===== src/rtl/cell_fetch_arbiter.sv =====
// Arbitrates the single-port cell memory between the render pipeline and the
// simulation engine. Render reads always win so pixel timing stays fixed; sim
// accesses take whatever cycles render leaves idle. Fetched cells are unpacked
// into render flags with a fixed 2-cycle request-to-valid latency.
module cell_fetch_arbiter #(
    parameter int unsigned ADDR_W      = 12,
    parameter int unsigned SIGNAL_bits = 10,
    parameter int unsigned CELL_W      = SIGNAL_bits + 3,
    parameter int unsigned STARVE_MAX  = 64
) (
    input  logic                   Clk,
    input  logic                   Reset,
    // Render read port
    input  logic                   rnd_req,
    input  logic [ADDR_W-1:0]      rnd_addr,
    output logic                   rnd_valid,
    output logic                   renderAnt,
    output logic                   renderSugar,
    output logic                   renderNest,
    output logic [SIGNAL_bits-1:0] renderSignal,
    // Sim read/write port
    input  logic                   sim_req,
    input  logic                   sim_we,
    input  logic [ADDR_W-1:0]      sim_addr,
    input  logic [CELL_W-1:0]      sim_wdata,
    output logic                   sim_gnt,
    output logic                   sim_rvalid,
    output logic [CELL_W-1:0]      sim_rdata,
    output logic                   sim_starve,
    // Memory port
    output logic [ADDR_W-1:0]      mem_addr,
    output logic                   mem_we,
    output logic [CELL_W-1:0]      mem_wdata,
    input  logic [CELL_W-1:0]      mem_rdata
);

    localparam int unsigned CNT_W = $clog2(STARVE_MAX + 1);
    localparam logic [CNT_W-1:0] STARVE_CNT = CNT_W'(STARVE_MAX);

    // Owner of the read whose data arrives on mem_rdata this cycle.
    typedef enum logic [1:0] {
        TagNone,
        TagRnd,
        TagSimRd
    } tag_e;

    tag_e tag_q, tag_d;

    logic [CNT_W-1:0] wait_q, wait_d;
    logic             starve_q;

    logic                   rnd_valid_q;
    logic                   ant_q;
    logic                   sugar_q;
    logic                   nest_q;
    logic [SIGNAL_bits-1:0] signal_q;

    logic              sim_rvalid_q;
    logic [CELL_W-1:0] sim_rdata_q;

    // Fixed-priority grant: render first, sim only in otherwise idle cycles.
    always_comb begin
        sim_gnt   = 1'b0;
        mem_addr  = '0;
        mem_we    = 1'b0;
        mem_wdata = '0;
        if (rnd_req) begin
            mem_addr = rnd_addr;
        end else if (sim_req) begin
            sim_gnt   = 1'b1;
            mem_addr  = sim_addr;
            mem_we    = sim_we;
            mem_wdata = sim_wdata;
        end
    end

    // Next tag and starvation counter; writes leave no read in flight.
    always_comb begin
        tag_d  = TagNone;
        wait_d = '0;
        if (rnd_req) begin
            tag_d = TagRnd;
        end else if (sim_gnt && !sim_we) begin
            tag_d = TagSimRd;
        end
        if (sim_req && !sim_gnt) begin
            wait_d = (wait_q == STARVE_CNT) ? wait_q : wait_q + 1'b1;
        end
    end

    // Tag, wait counter and registered starvation flag.
    always_ff @(posedge Clk or posedge Reset) begin
        if (Reset) begin
            tag_q    <= TagNone;
            wait_q   <= '0;
            starve_q <= 1'b0;
        end else begin
            tag_q    <= tag_d;
            wait_q   <= wait_d;
            starve_q <= (wait_d == STARVE_CNT);
        end
    end

    // Render capture: unpack the cell when the returning read is a render read.
    always_ff @(posedge Clk or posedge Reset) begin
        if (Reset) begin
            rnd_valid_q <= 1'b0;
            ant_q       <= 1'b0;
            sugar_q     <= 1'b0;
            nest_q      <= 1'b0;
            signal_q    <= '0;
        end else begin
            rnd_valid_q <= (tag_q == TagRnd);
            if (tag_q == TagRnd) begin
                ant_q    <= mem_rdata[CELL_W-1];
                sugar_q  <= mem_rdata[CELL_W-2];
                nest_q   <= mem_rdata[CELL_W-3];
                signal_q <= mem_rdata[SIGNAL_bits-1:0];
            end
        end
    end

    // Sim capture: latch the raw cell when the returning read is a sim read.
    always_ff @(posedge Clk or posedge Reset) begin
        if (Reset) begin
            sim_rvalid_q <= 1'b0;
            sim_rdata_q  <= '0;
        end else begin
            sim_rvalid_q <= (tag_q == TagSimRd);
            if (tag_q == TagSimRd) begin
                sim_rdata_q <= mem_rdata;
            end
        end
    end

    assign rnd_valid    = rnd_valid_q;
    assign renderAnt    = ant_q;
    assign renderSugar  = sugar_q;
    assign renderNest   = nest_q;
    assign renderSignal = signal_q;
    assign sim_rvalid   = sim_rvalid_q;
    assign sim_rdata    = sim_rdata_q;
    assign sim_starve   = starve_q;

endmodule


===== config.mk =====
export PLATFORM = sky130hd
export DESIGN_NAME = cell_fetch_arbiter
export DESIGN_NICKNAME = d
export VERILOG_FILES = /design/src/rtl/cell_fetch_arbiter.sv
export SDC_FILE = /design/constraint.sdc
export NUM_CORES = 1
export LEC_CHECK = 0
export CORE_ASPECT_RATIO = 0.6
export CORE_UTILIZATION = 39
export CTS_CLUSTER_DIAMETER = 80
export CTS_CLUSTER_SIZE = 30
export DETAILED_ROUTE_END_ITERATION = 12
export GPL_ROUTABILITY_DRIVEN = 0
export PLACE_DENSITY = 0.84
export RECOVER_POWER = 100
export SKIP_LAST_GASP = 1
export SLEW_MARGIN = 20
export SYNTH_ARGS = -nofsm -noshare
export SYNTH_HDL_FRONTEND = slang
export SYNTH_SLANG_ARGS = --single-unit

===== constraint.sdc =====
create_clock -name Clk -period 4.5 [get_ports Clk]
set_input_delay 1.35 -clock Clk [delete_from_list [all_inputs] [get_ports Clk]]
set_output_delay 1.35 -clock Clk [all_outputs]
set_load 0.005 [all_outputs]

# Word level (Yosys, flattened, before mapping)
# Cells that the tools add are included.
[totals]
reg_bits = 38
inputBits = 55
wordCells = 31
output_inout_bits = 56
[classes]
n_addsub = 1
reduce_logical = 4
mux = 12
n_eq_ne = 4
[ops]
columns = ["operator", "count"]
rows = [
  ["$mux 13", 2],
  ["$mux 12", 2],
  ["$eq 7x7->1 const B", 2],
  ["$mux 7", 2],
  ["$add 7x1->7 const B", 1],
  ["$mux 1", 4],
  ["$mux 2", 2],
  ["$eq 2x1->1 const B", 1],
  ["$eq 2x2->1 const B", 1],
  ["$logic_and 1x1->1", 2],
  ["$logic_not 1->1", 2],
]

# Logic depth before layout (Yosys ltp)
# Gate-level depths: netlist of run 1.
[logic_depth]
ltp_word = 6
depth_mapped = 6

# Least setup slack after synthesis of run 1
# Ideal clock, no wire load.
[synth_timing]
path_kind = "input -> output"
startpoint = "input port rnd_req"
endpoint = "output port mem_addr[0]"
required_ns = 3.150
cell_stages = 5
slack_ns = 0.897
arrival_ns = 2.253
cell_sequence = "clkbuf_1 > nor2b_1 > clkbuf_1 > clkbuf_1 > a22o_1"
[synth_between]
elab_chain_len = 1
[synth_rtl]
columns = ["element", "line_no", "rtl"]
rows = [
  ["start, declared", "14", "input logic rnd_req,"],
  ["$mux 12", "67", "if (rnd_req) begin"],
  ["end, declared", "31", "output logic [ADDR_W-1:0] mem_addr,"],
]
# Every way passes these cells.

# Worst setup path after layout of run 1
[layout_timing]
startpoint = "input port sim_req"
endpoint = "output port mem_wdata[3]"
[layout_between]
elab_chain_len = 2
[layout_rtl]
columns = ["element", "line_no", "rtl"]
rows = [
  ["start, declared", "22", "input logic sim_req,"],
  ["$mux 13", "69", "end else if (sim_req) begin"],
  ["$mux 13", "67", ""],
  ["end, declared", "33", "output logic [CELL_W-1:0] mem_wdata,"],
]
# Every way passes these cells.

==> results of run 1 <==
-- cell type report --
| class | instances | area share [%] |
|---|---|---|
| multi-input cells | 119 | 24.7 |
| well taps | 60 | 2.49 |
| clock buffers | 6 | 2.74 |
| flip-flops and latches | 38 | 31.6 |
| repair buffers | 115 | 37.6 |
| clock inverters | 2 | 0.415 |
| inverters | 4 | 0.499 |
-- cell families (layout without fill, tap and decap cells) --
| logic type | Yosys count | count (layout) |
|---|---|---|
| simple gates | 83 | 83 |
| xor+xnor | 6 | 6 |
| fa+ha+maj | 2 | 2 |
| flops | 38 | 38 |
| mux | 14 | 14 |
| buf+inv | 13 | 127 |
| compound gates | 14 | 14 |
-- per-stage QoR --
step / hold WS [ps] / instance area, µm²
after global placement: 460 / 2930
after global routing: 506 / 3010
after CTS: 491 / 3030
final: 478 / 3010
after floorplan: 470 / 1750
after detailed placement: 470 / 2930
-- critical path, stage by stage --
cell and delay, ps:
clkdlybuf4s50_1 470, nor2b_1 240, buf_4 280, and2_1 150, dlygate4sd3_1 570
-- sequential cells by signal, summed over array words and instances (netlist names) --
name,count
sim_rdata,13
renderSugar,1
rnd_valid,1
wait_q,7
renderSignal,10
sim_starve,1
tag_q,2
sim_rvalid,1
renderNest,1
renderAnt,1
-- synthesized netlist by cell type (2+ instances only) --
cell type  number
nor2_1          6
nor3_1          4
nand3_1         2
dfrtp_1        38
nor2b_1         4
mux2_1         13
o21ai_1         3
and2_1         14
nand2_1        47
clkbuf_1        8
xnor2_1         3
inv_1           3
xor2_1          3
ha_1            2
a22o_1         10
-- layer usage --
layer / GRT usage [%] / up-vias
met5: 0 / -
met4: 5.65 / 0
met1: 30.5 / 766
met2: 31.9 / 40
met3: 6.13 / 5
li1: - / 783
-- power groups by stage --
stage | clock network (mW) | logic, mW | registers, mW
3_5_place_dp | 0 | 0.238 | 0.411
5_1_grt | 0.267 | 0.236 | 0.409
2_1_floorplan | 0 | 0.0628 | 0.412
3_3_place_gp | 0 | 0.232 | 0.410
4_1_cts | 0.254 | 0.239 | 0.405
6_report | 0.244 | 0.216 | 0.404
-- worst max-delay path by stage --
stage	startpoint	to	depth (start not counted)
floorplan	rnd_req	mem_addr[0]	5
global placement	sim_req	mem_addr[1]	5
detailed placement	sim_req	mem_addr[1]	5
CTS	sim_req	mem_addr[1]	5
global route	sim_req	mem_addr[6]	5
finish	sim_req	mem_wdata[3]	5
==> flow_summary.yaml, run 1 <==
outcome:
  status: "finished with violations"
  violations: "max-capacitance violations, max-slew violations"
worst_setup_path:
  worstSetupStartpointType: "primary input"
  cp.arrival_ps: 3060
  reg2reg_to: "sim_starve$_DFF_PP0_"
  ff2ff_path_depth: 4
  path_class: "in -> out"
  r2r_slack_ps: 2540
  worstSetupEndpointType: "primary output"
  required_ps: 3150
  r2r_start: "wait_q[2]$_DFF_PP0_"
  cp_max_fo: 24
die:
  fp.dieH_um: 53.9
  die_area_um2: 4770
  pin_count: 111
  num_rows: 18
  start_util_pct: 41.6
  coreArea_um2: 4210
  die_x_um: 88.5
pwr:
  pwr-share-comb_pct: 25.0
  switchingPower_mw: 0.219
  seqPwrFrac_pct: 46.7
  power_mw: 0.863
  p_clk_share_pct: 28.3
  ir_drop_mv: 0.217
  powerDensity_nw_per_um2: 287
  p_sw_share_pct: 25.4
  p_leak_nw: 1.34
  p_int_mw: 0.644
final_layout:
  multi_input_area_um2: 744
  final_cell_mix: "clkdlybuf4s50_1, dlygate4sd3_1, nand2_1"
  fin_util_pct: 71.5
  regArea_um2: 951
  final_nets: 340
  area_growth_pct: 71.9
  final_common_cell: "clkdlybuf4s50_1"
  fill_cells: 333
  finalNonFillerCells: 344
  drive_gt1_share_pct: 4.93
  antenna_cells: 0
hold_path:
  worstHoldEndpoint: "renderSignal[6]$_DFFE_PP0P_"
  min_path_cells: 1
  min_path_type: "reg -> reg"
  hold_path_startpoint: "renderSignal[6]$_DFFE_PP0P_"
synth:
  synth_xor_area_share_pct: 3.00
  synth-seq-cells: 38
  synth_top_family_by_area: "simple AND/OR/NAND/NOR gates"
  synth_top_area_share_pct: 54.3
  ys_types: 25
  syn_area_um2: 1750
  synth_seq_area_share_pct: 54.3
  ys.flop_type: "dfrtp_1"
  yosysWarnings: 0
  avgSynthCellArea_um2: 10.3
  async_flop_share_pct: 100
  synth_compound_area_share_pct: 6.71
  syn_nets: 227
  synthCells: 170
  synth_area_leader_cell: "dfrtp_1"
  synthSimpleGateAreaFrac_pct: 22.8
  synth_fa_ha_area_share_pct: 1.43
  synth_edf_count: 0
  netlist_top_cells_area: "dfrtp_1, nand2_1, mux2_1"
  synth_mux_area_share_pct: 8.93
clock_network:
  cts.clk_slew.worst_paths_ps: 70
  cts_setup_buffers: 0
  postCtsHoldBufs: 0
  cts_buffer_depth: 2
  clock-sinks: 38
  ctsResizeCount: 0
  cts_tree: "built"
  numCtsBuffers: 5
  cts_root_buffer: "clkbuf_8"
  clkLatencyLatePin_ps: 290
  h-tree-depth: 2
timing:
  slew_violations: 39
  hold_violations: 0
  fmax_ghz: 0.227
  fin_tns_setup_ps: 0
  worst_slack_ps: 87.6
  worstMarginPinSlew_ps: 1990
  clock_skew_ps: 4.01
  rsz0062_at_grt: "false"
  finalCritPeriodShare_pct: 98.1
  min_period_ps: 4410
  setup_viol: 0
  maxSlewHeadroom_pct: -32.7
run:
  cap_violations: 1
placement:
  port_buffers: 110
  post-dp-hpwl_um: 3740
  preCtsSetupSlack_ps: 126
  dp.cells: 336
drt:
  drt_iter0_markers: 68
  num_vias: 1594
  drc_errors: 0
  wl_per_cell_um: 14.0
  met3_length_um: 241
  wl_met1_um: 2260
  drt_pass1_iterations: 4
  dr.max_layer_used: "met4"
  via_per_inst: 4.63
  routed-wl-met2_um: 2280
  postRouteAntennaNets: 0
  drt_wl_total_um: 4830
global_routing:
  grt_pass1_vias: 1510
  antenna_found_initial: 0
  grt_pass1_wl_um: 7320
  grt_max_degree: 39
  track_usage_pct: 21.4
  gr-total-overflow: 0
Note: power is estimated with default switching activity, not from simulation.
==> inputs of run 2 (changes only) <==
- CTS_CLUSTER_DIAMETER: 80 -> not set
==> results of run 2 <==
The final DEF is identical to that of run 1; final timing and power are the same.
==> inputs of run 3 (changes only) <==
- REMOVE_ABC_BUFFERS: not set -> 1
==> run 3 against run 2 <==
Compared with the run above:
- the flow still finishes with violations (max-capacitance violations, max-slew violations)
- routed wire length up 4.2%
- flip-flop and latch count unchanged
- maximum frequency up 0.93%
- sequential power about the same
- non-clock buffer count down 1
- largest cell class unchanged
- cell count down 0.29%
- register-to-register slack better by 60 ps
- core utilization down 0.18 points
==> flow_summary.yaml, run 3 (same netlist as run 1, synthesis figures left out) <==
outcome:
  status: "finished with violations"
  violations: "max-capacitance violations, max-slew violations"
timing:
  clock_skew_ps: 12.4
  min_period_ps: 4370
  slew_violations: 39
  finalCritPeriodShare_pct: 97.1
  worst_slack_ps: 128
  setup_viol: 0
  worstMarginPinSlew_ps: 1940
  maxSlewHeadroom_pct: -29.2
  rsz0062_at_grt: "false"
  fin_tns_setup_ps: 0
  fmax_ghz: 0.229
  hold_violations: 0
final_layout:
  regArea_um2: 951
  multi_input_area_um2: 744
  final_cell_mix: "dlygate4sd3_1, clkdlybuf4s50_1, nand2_1"
  antenna_cells: 0
  fill_cells: 344
  finalNonFillerCells: 343
  final_nets: 339
  area_growth_pct: 71.5
  largest_register_ffs: 13
  final_common_cell: "dlygate4sd3_1"
  drive_gt1_share_pct: 4.59
hold_path:
  worstHoldEndpoint: "sim_rdata[8]$_DFFE_PP0P_"
  min_path_cells: 2
  hold_path_startpoint: "sim_rdata[8]$_DFFE_PP0P_"
  min_path_type: "reg -> reg"
drt:
  via_per_inst: 4.77
  drt_iter0_markers: 79
  drt_pass1_iterations: 5
  drc_errors: 0
  num_vias: 1636
  wl_per_cell_um: 14.7
  drt_wl_total_um: 5030
  postRouteAntennaNets: 0
worst_setup_path:
  r2r_slack_ps: 2600
  required_ps: 3150
  cp_max_fo: 26
  path_class: "in -> out"
  ff2ff_path_depth: 5
  reg2reg_to: "sim_starve$_DFF_PP0_"
  r2r_start: "wait_q[0]$_DFF_PP0_"
  worstSetupStartpointType: "primary input"
  cp.arrival_ps: 3020
  worstSetupEndpointType: "primary output"
pwr:
  switchingPower_mw: 0.217
  pwr-share-comb_pct: 24.9
  p_leak_nw: 1.35
  p_clk_share_pct: 28.3
  powerDensity_nw_per_um2: 286
  seqPwrFrac_pct: 46.9
  p_int_mw: 0.642
  p_sw_share_pct: 25.3
  ir_drop_mv: 0.165
global_routing:
  antenna_found_initial: 0
  grt_pass1_wl_um: 7830
  grt_pass1_vias: 1640
  track_usage_pct: 23.2
  gr-total-overflow: 0
  grt_max_degree: 39
die:
  start_util_pct: 41.6
  fp.dieH_um: 53.9
  die_area_um2: 4770
  num_rows: 18
  coreArea_um2: 4210
  pin_count: 111
  die_x_um: 88.5
clock_network:
  cts_tree: "built"
  h-tree-depth: 2
  numCtsBuffers: 5
  cts_setup_buffers: 0
  cts_buffer_depth: 2
  clock-sinks: 38
  cts.clk_slew.worst_paths_ps: 70
  ctsResizeCount: 0
  clkLatencyLatePin_ps: 290
  postCtsHoldBufs: 0
  cts_root_buffer: "clkbuf_8"
placement:
  port_buffers: 110
  preCtsSetupSlack_ps: 181
  dp.cells: 335
  post-dp-hpwl_um: 4000
run:
  cap_violations: 1
run 3: cell count changes in the layout (fill, tap and decap cells not counted), sizes merged:
cell	delta
clkdlybuf4s50	-9
dlygate4sd3	+9
buf	-1
run 3: cell type report:
type | count | share of cell area [%]
Inverter | 4 | 0.500
Clock inverter | 2 | 0.416
Timing Repair Buffer | 114 | 37.4
Sequential cell | 38 | 31.7
Clock buffer | 6 | 2.75
Multi-Input combinational cell | 119 | 24.8
Tap cell | 60 | 2.50
run 3: worst max-delay path by stage:
stage,startpoint,endpoint,slack (ps),cells after the start
2_1_floorplan,sim_req,mem_addr[0],800,2
3_3_place_gp,sim_req,mem_wdata[6],180,5
3_5_place_dp,sim_req,mem_we,180,5
4_1_cts,sim_req,mem_addr[9],180,5
5_1_grt,sim_req,mem_addr[0],40,5
6_report,sim_req,mem_wdata[10],130,5
run 3: metal layers:
layer | track usage (%) | wire length [µm] | vias to the layer above
met5 | 0 | 0 | -
met4 | 4.30 | 14 | 0
met3 | 12.0 | 436 | 2
met2 | 37.4 | 2300 | 68
met1 | 28.3 | 2280 | 781
li1 | - | - | 785
run 3: worst max-delay path, cell delays in order:
cell	delay (ps)
clkdlybuf4s50_1	530
nor2b_1	150
buf_4	250
and2_1	150
dlygate4sd3_1	590
run 3: power by group through the flow:
stage | clock [mW] | sequential (mW) | combinational (mW)
5_1_grt | 0.268 | 0.408 | 0.236
2_1_floorplan | 0 | 0.412 | 0.0592
6_report | 0.243 | 0.402 | 0.214
3_5_place_dp | 0 | 0.411 | 0.237
4_1_cts | 0.246 | 0.405 | 0.239
3_3_place_gp | 0 | 0.409 | 0.232
run 3: through the flow:
step           hold slack, ps  power [mW]  utilization [%]  cell area, µm²
6_report                  476       0.859             71.3            3000
5_1_grt                   503       0.912             71.3            3000
4_1_cts                   485       0.890             71.7            3020
3_5_place_dp              467       0.648             69.4            2920
3_3_place_gp              461       0.641             69.4            2920
2_1_floorplan             470       0.471                -            1720
